### config.mk
export PLATFORM = sky130hd
export DESIGN_NAME = serial_code_lock
export DESIGN_NICKNAME = d
export VERILOG_FILES = /design/src/rtl/serial_code_lock.sv
export SDC_FILE = /design/constraint.sdc
export NUM_CORES = 1
export LEC_CHECK = 0
export CORE_AREA = 2 2 47 49
export CTS_CLUSTER_SIZE = 25
export DETAILED_ROUTE_END_ITERATION = 12
export DIE_AREA = 0 0 49 51
export PLACE_DENSITY = 0.71
export SYNTH_ARGS = -nofsm -noshare
export SYNTH_HDL_FRONTEND = slang
export SYNTH_SLANG_ARGS = --single-unit
### constraint.sdc
create_clock -name clk -period 1.73 [get_ports clk]
set_input_delay 0.519 -clock clk [delete_from_list [all_inputs] [get_ports clk]]
set_output_delay 0.519 -clock clk [all_outputs]
set_load 0.05 [all_outputs]
### src/rtl/serial_code_lock.sv
// Serial-entry code lock: CODE_LEN-bit code shifted in one bit per strobe, timed release,
// consecutive-failure alarm and idle timeout. Define PROG_CODE_EN to allow reprogramming the code while open.
module serial_code_lock #(
   parameter int                  CODE_LEN    = 3,
   parameter logic [CODE_LEN-1:0] SECRET      = 3'b010,
   parameter int                  MAX_FAIL    = 3,
   parameter int                  OPEN_CYCLES = 4,
   parameter int                  TIMEOUT     = 16,
   localparam int                 FW          = $clog2(MAX_FAIL + 1)
) (
   input  logic                clk,
   input  logic                rst,
   input  logic                code,
   input  logic                code_vld,
   input  logic                clr_alarm,
`ifdef PROG_CODE_EN
   input  logic                prog_we,
   input  logic [CODE_LEN-1:0] new_code,
`endif
   output logic                openLock,
   output logic                alarm,
   output logic [FW-1:0]       fail_cnt,
   output logic                entry_busy
);

   localparam int BW = $clog2(CODE_LEN);
   localparam int IW = $clog2(TIMEOUT);
   localparam int OW = $clog2(OPEN_CYCLES + 1);

   localparam logic [BW-1:0] LAST_BIT  = BW'(CODE_LEN - 1);
   localparam logic [IW-1:0] IDLE_LAST = IW'(TIMEOUT - 1);
   localparam logic [OW-1:0] OPEN_LAST = OW'(OPEN_CYCLES - 1);
   localparam logic [FW-1:0] FAIL_LAST = FW'(MAX_FAIL - 1);
   localparam logic [FW-1:0] FAIL_SAT  = FW'(MAX_FAIL);

   typedef enum logic [1:0] {IDLE, ENTRY, OPEN, ALARM} lockStateT;

   lockStateT             state;
   logic [CODE_LEN-2:0]   shreg;
   logic [BW-1:0]         bitCnt;
   logic [IW-1:0]         idleCnt;
   logic [OW-1:0]         openCnt;
   logic [CODE_LEN-1:0]   storedCode;
   logic [CODE_LEN-1:0]   candidate;

   // shreg is zero whenever the FSM sits in IDLE, so the same shift serves the first bit.
   assign candidate = {shreg, code};

`ifndef PROG_CODE_EN
   assign storedCode = SECRET;
`endif

   // NOTE: every state bit lives in this one block and uses <= so all updates see pre-edge values.
   always_ff @(posedge clk or negedge rst) begin
      if (!rst) begin
         state      <= IDLE;
         shreg      <= '0;
         bitCnt     <= '0;
         idleCnt    <= '0;
         openCnt    <= '0;
         openLock   <= 1'b0;
         alarm      <= 1'b0;
         fail_cnt   <= '0;
         entry_busy <= 1'b0;
`ifdef PROG_CODE_EN
         // NOTE: the stored code is state like any other register; reset must restore SECRET.
         storedCode <= SECRET;
`endif
      end else begin
         case (state)
            IDLE: begin
               if (code_vld) begin
                  shreg      <= candidate[CODE_LEN-2:0];
                  bitCnt     <= BW'(1);
                  idleCnt    <= '0;
                  entry_busy <= 1'b1;
                  state      <= ENTRY;
               end
            end

            ENTRY: begin
               if (code_vld) begin
                  idleCnt <= '0;
                  if (bitCnt == LAST_BIT) begin
                     shreg      <= '0;
                     bitCnt     <= '0;
                     entry_busy <= 1'b0;
                     if (candidate == storedCode) begin
                        state    <= OPEN;
                        openLock <= 1'b1;
                        openCnt  <= '0;
                        fail_cnt <= '0;
                     end else if (fail_cnt >= FAIL_LAST) begin
                        state    <= ALARM;
                        alarm    <= 1'b1;
                        fail_cnt <= FAIL_SAT;
                     end else begin
                        state    <= IDLE;
                        fail_cnt <= fail_cnt + 1'b1;
                     end
                  end else begin
                     shreg  <= candidate[CODE_LEN-2:0];
                     bitCnt <= bitCnt + 1'b1;
                  end
               end else if (idleCnt == IDLE_LAST) begin
                  // Abandoned partial entry: discard bits without counting a failure.
                  state      <= IDLE;
                  shreg      <= '0;
                  bitCnt     <= '0;
                  idleCnt    <= '0;
                  entry_busy <= 1'b0;
               end else begin
                  idleCnt <= idleCnt + 1'b1;
               end
            end

            OPEN: begin
`ifdef PROG_CODE_EN
               if (prog_we) storedCode <= new_code;
`endif
               if (openCnt == OPEN_LAST) begin
                  state    <= IDLE;
                  openLock <= 1'b0;
                  openCnt  <= '0;
               end else begin
                  openCnt <= openCnt + 1'b1;
               end
            end

            ALARM: begin
               if (clr_alarm) begin
                  state    <= IDLE;
                  alarm    <= 1'b0;
                  fail_cnt <= '0;
               end
            end

            default: state <= IDLE;
         endcase
      end
   end

endmodule
==> results of run 1 <==
[worst max-delay path by stage]
stage	startpoint	endpoint	slack (ns)	depth (start not counted)
floorplan	code	openCnt[1]	0.26	4
global placement	code	openCnt[1]	-0.23	4
detailed placement	code	openCnt[1]	-0.27	4
CTS	code	openCnt[1]	0.05	4
global route	code_vld	fail_cnt[1]	0.07	5
finish	code	openCnt[1]	0.13	4
[area by class of cell]
cell class / count / share of cell area
Sequential cell: 18 / 0.3516
Inverter: 7 / 0.02051
Multi-Input combinational cell: 79 / 0.4043
Tap cell: 28 / 0.02734
Clock buffer: 4 / 0.02832
Timing Repair Buffer: 19 / 0.1680
[power by group through the flow]
stage / logic, W / registers [W] / clock network (W)
floorplan: 0.000590 / 0.000870 / 0
global placement: 0.00105 / 0.000787 / 0
detailed placement: 0.00108 / 0.000794 / 0
CTS: 0.00108 / 0.000785 / 0.000267
global route: 0.00119 / 0.000815 / 0.000295
finish: 0.00108 / 0.000785 / 0.000257
[registers in the layout (all words and copies together) (netlist names)]
register    count
state           2
openCnt         3
fail_cnt        2
entry_busy      1
openLock        1
idleCnt         4
bitCnt          2
alarm           1
shreg           2
[critical path, cell delays in order]
cell and delay [ns]:
clkdlybuf4s50_1 0.42, or3b_4 0.47, nor3_4 0.25, o22ai_1 0.11
[logic make-up (layout without fill, tap and decap cells)]
| group | count (synthesis) | count (layout) | share of synthesized area |
|---|---|---|---|
| fa+ha+maj | 2 | 2 | 0.02436 |
| mux | 1 | 1 | 0.009745 |
| simple gates | 36 | 36 | 0.2022 |
| buf+inv | 13 | 30 | 0.05968 |
| flops | 18 | 18 | 0.4385 |
| compound gates | 40 | 40 | 0.2655 |
[routing by layer]
metal | part of all wire | track usage
met1 | 0.44 | 0.2833
met2 | 0.51 | 0.3379
met3 | 0.040 | 0.03509
met4 | 0.0080 | 0.07143
met5 | 0 | 0
[stage by stage]
step / worst slack (ns) / utilization / power [W] / cells
global placement: -0.2315 / 0.6022 / 0.001841 / 151
floorplan: 0.2628 / - / 0.001460 / 110
global route: 0.07395 / 0.6210 / 0.002302 / 155
CTS: 0.04904 / 0.6198 / 0.002137 / 155
detailed placement: -0.2731 / 0.6022 / 0.001873 / 151
finish: 0.1315 / 0.6210 / 0.002126 / 155
[layout by cell type (no fill, tap or decap), types with 4 or more instances in the layout]
cell / n
dfrtp_1: 18
nand2_1: 12
buf_4: 10
a21oi_1: 8
inv_1: 7
o21ai_1: 6
nand3_1: 5
o21ai_0: 5
buf_12: 5
o22ai_1: 4
clkdlybuf4s50_1: 4
==> flow_summary.toml, run 1 <==
[global_routing]
grt_usage = 0.2080
grt_pass1_wl_um = 3967
grt_pass1_vias = 854
grt_max_degree = 19
antenna_found_initial = 0
overflow = 0

[clock_network]
cts_resized = 0
cts_made_buffers = 3
cts_setup_buffers = 0
cts.clk_slew.worst_paths_ns = 0.11
clock_latency_ns = 0.29
cts.root.buffer_cell = "clkbuf_4"
h-tree-depth = 1
cts_tree = "done"
cts_sinks = 18
cts_hold_buf = 0
clk_path_buf_depth = 2

[worst_setup_path]
reg2regPathDepth = 4
ff2ff_setup_slack_ns = 0.31
cp.arrival_ns = 1.77
timing.rr.start = "idleCnt[1]"
crit_type = "in -> reg"
endpoint_kind = "flip-flop"
cp.required_ns = 1.90
startpoint_type = "input port"
worstReg2RegEnd = "shreg[0]"
critPathMaxFanout = 8

[hold_path]
min_to = "openCnt[2]"
worstHoldPathCells = 1
hp-start = "openCnt[2]"
hp-class = "reg -> reg"

[synthesis]
synth_nets = 117
ys.flop_type = "dfrtp_1"
synth_seq_cells = 18
synth_most_common_cell = "dfrtp_1"
yosys_warnings = 0
synth_cells = 110
yosysSeqAreaShare = 0.4385
synthArstFlopShare = 1.000
avgSynthCellArea_um2 = 9.339
synthDistinctLibCells = 41
yosysTopAreaCellShare = 0.4385
yosys-top-cells-count = "dfrtp_1, nand2_1, a21oi_1"
netlist_top_cells_area = "dfrtp_1, nand2_1, a21oi_1, o21ai_1, inv_1"
synth_largest_area_cell = "dfrtp_1"
synth_area_mm2 = 0.001027
synth_edf_count = 0

[flow_run]
drv_cap = 0

[routing]
drc = 0
viasPerCell = 5.587
num_vias = 866
drtAntennaViolNets = 0
wl_per_cell_um = 13.74
drt_pass1_iterations = 4
routed_wl_um = 2130
drtIter0Drc = 28

[run_status]
status = "completed"

[power]
power_leakage_nw = 0.5816
seqPwrFrac = 0.369
power_density_mw_per_mm2 = 1659
ir_drop_mv = 0.9421
internal_power_w = 0.001220
combPwrFrac = 0.510
switching_share = 0.4259
p_switching_w = 0.0009052
pwr-share-clk = 0.121

[die]
fp.coreArea_mm2 = 0.002063
die_area_mm2 = 0.002499
io_pins = 10
rows = 17
die_w_um = 49
start_util = 0.4979
die_h_um = 51

[timing]
finalCriticalPeriod_ns = 1.599
finalHoldViolations = 0
whs_ns = 0.5223
tns_ns = 0
setup_violations = 0
finClkSkew_ns = 0.005158
clock.fmax_ghz = 0.6256
fin_crit_sh = 0.9240
rsz0062_at_grt = "false"
slew_headroom = 0.7645
tightest_slew_ns = 0.3532
drv_slew = 0

[layout]
nNetsFinal = 135
fillers = 186
drive_above_1_share = 0.1890
final_area_mm2 = 0.001281
regArea_um2 = 450.4
area_growth_pct = 24.73
multi_input_area_um2 = 518.0
diodes = 0

[placed_design]
placed_cell_area_mm2 = 0.001242
dp_hpwl_um = 1632
io_buffers = 9
gp_congestion = 0.8206
Note: power is estimated with default switching activity, not from simulation.
==> run 2: changes to the inputs <==
--- a/config.mk
+++ b/config.mk
@@ -10,6 +10,8 @@
 export DETAILED_ROUTE_END_ITERATION = 12
 export DIE_AREA = 0 0 49 51
 export PLACE_DENSITY = 0.71
+export REMOVE_ABC_BUFFERS = 1
+export SKIP_LAST_GASP = 1
 export SYNTH_ARGS = -nofsm -noshare
 export SYNTH_HDL_FRONTEND = slang
 export SYNTH_SLANG_ARGS = --single-unit
==> run 2 against run 1 <==
  * Die area unchanged
  * Core utilization decreased by 0.49 points
  * Total power increased by 0.67%
  * Highest routed layer unchanged
==> flow_summary.toml, run 2 (same netlist as run 1, synthesis figures left out) <==
[run_status]
status = "completed"

[die]
die_h_um = 51
die_area_mm2 = 0.002499
start_util = 0.4979
die_w_um = 49
fp.coreArea_mm2 = 0.002063
rows = 17
io_pins = 10

[timing]
setup_violations = 0
tns_ns = 0
finalHoldViolations = 0
setup_ws_ns = 0.07114
fin_crit_sh = 0.9589
rsz0062_at_grt = "false"
slew_headroom = 0.7714
drv_slew = 0
tightest_slew_ns = 0.3429
finalCriticalPeriod_ns = 1.659
finClkSkew_ns = 0.004892
clock.fmax_ghz = 0.6028

[clock_network]
cts_hold_buf = 0
cts.clk_slew.worst_paths_ns = 0.11
h-tree-depth = 1
cts_tree = "done"
cts_setup_buffers = 0
cts_sinks = 18
clk_path_buf_depth = 2
clock_latency_ns = 0.29
cts_made_buffers = 3
cts_resized = 0
cts.root.buffer_cell = "clkbuf_4"

[layout]
diodes = 0
layout_commonest_cell = "dfrtp_1"
final_cell_mix = "dfrtp_1, nand2_1, buf_4, a21oi_1, inv_1"
nNetsFinal = 134
reg.largest.list = "idleCnt (4), openCnt (3)"
area_growth_pct = 23.75
stdcell_count = 154
largest_register_ffs = 4
drive_above_1_share = 0.1746
regMostFlops = "idleCnt"

[worst_setup_path]
cp_slowest_cell = "or3b_1"
timing.rr.start = "idleCnt[0]"
critPathMaxFanout = 8
cp_cell_sequence = "clkdlybuf4s50_1, or3b_1, nor3_4, o22ai_1"
endpoint_kind = "flip-flop"
startpoint_type = "input port"
cpPeakStageDelay_ns = 0.52
reg2regPathDepth = 4
cp.required_ns = 1.91
ff2ff_setup_slack_ns = 0.30
cpLargestDelayFamily = "simple AND/OR/NAND/NOR gates"
worstReg2RegEnd = "shreg[1]"
crit_type = "in -> reg"
cp.arrival_ns = 1.84
crit_buf_inv = 1

[power]
power_density_mw_per_mm2 = 1683
ir_drop_mv = 1.012
power_leakage_nw = 0.5754

[routing]
drtIter0Drc = 27
drt_pass1_iterations = 4
drtAntennaViolNets = 0
wl_per_cell_um = 15.01
viasPerCell = 6.006
routed_wl_um = 2311
num_vias = 925
drc = 0

[global_routing]
grt_max_degree = 19
use_met2 = 0.3516
grt.busiest_layer = "met2"
globalRouteMet1Util = 0.2873
grt_pass1_vias = 895
grt_usage = 0.2140
grt_use_met3 = 0.04094
grt_pass1_wl_um = 4029
overflow = 0
antenna_found_initial = 0

[placed_design]
place_inst = 150
gp_congestion = 0.8294
dp_hpwl_um = 1647
io_buffers = 9
dp_slack_ns = -0.2585

[hold_path]
min_to = "openCnt[2]"
hp-start = "openCnt[2]"
hp-class = "reg -> reg"
worstHoldPathCells = 1

[flow_run]
drv_cap = 0
[run 2: changes by cell type in the layout (fill, tap and decap cells not counted), sizes merged]
cell  previous run  this run
buf             15        14
[run 2: cell type report]
class,count,area (um^2)
Sequential cell,18,450.4
Timing Repair Buffer,18,207.7
Tap cell,28,35.03
Multi-Input combinational cell,79,515.5
Clock buffer,4,36.28
Inverter,7,26.28
Fill cell,194,792.0
[run 2: how the worst max path moves through the flow]
stage               from    endpoint  slack (ns)  depth (start not counted)
floorplan           code  openCnt[1]        0.25                          3
global placement    code  openCnt[1]       -0.22                          4
detailed placement  code  openCnt[1]       -0.26                          4
CTS                 code  openCnt[1]        0.07                          4
global route        code  openCnt[1]        0.04                          4
finish              code  openCnt[1]        0.07                          4
[run 2: where the power goes]
part	switching, W	internal, W
clock	0.000138	0.000128
combinational	0.000584	0.000508
sequential	0.000207	0.000576
total	0.000928	0.00121
[run 2: per-stage QoR]
step | power [W] | area [um^2] | hold WS, ns | utilization
global route | 0.002292 | 1271 | 0.5419 | 0.6161
finish | 0.002140 | 1271 | 0.5169 | 0.6161
global placement | 0.001838 | 1235 | 0.4831 | 0.5985
floorplan | 0.001413 | 992.2 | 0.2234 | -
CTS | 0.002143 | 1271 | 0.5155 | 0.6161
detailed placement | 0.001880 | 1235 | 0.4895 | 0.5985
[run 2: per-layer routing]
| metal | vias to the layer above | routed length [um] |
|---|---|---|
| met5 | - | 0 |
| met4 | 0 | 14 |
| met3 | 2 | 140 |
| met2 | 32 | 1136 |
| met1 | 451 | 1019 |
| li1 | 440 | - |
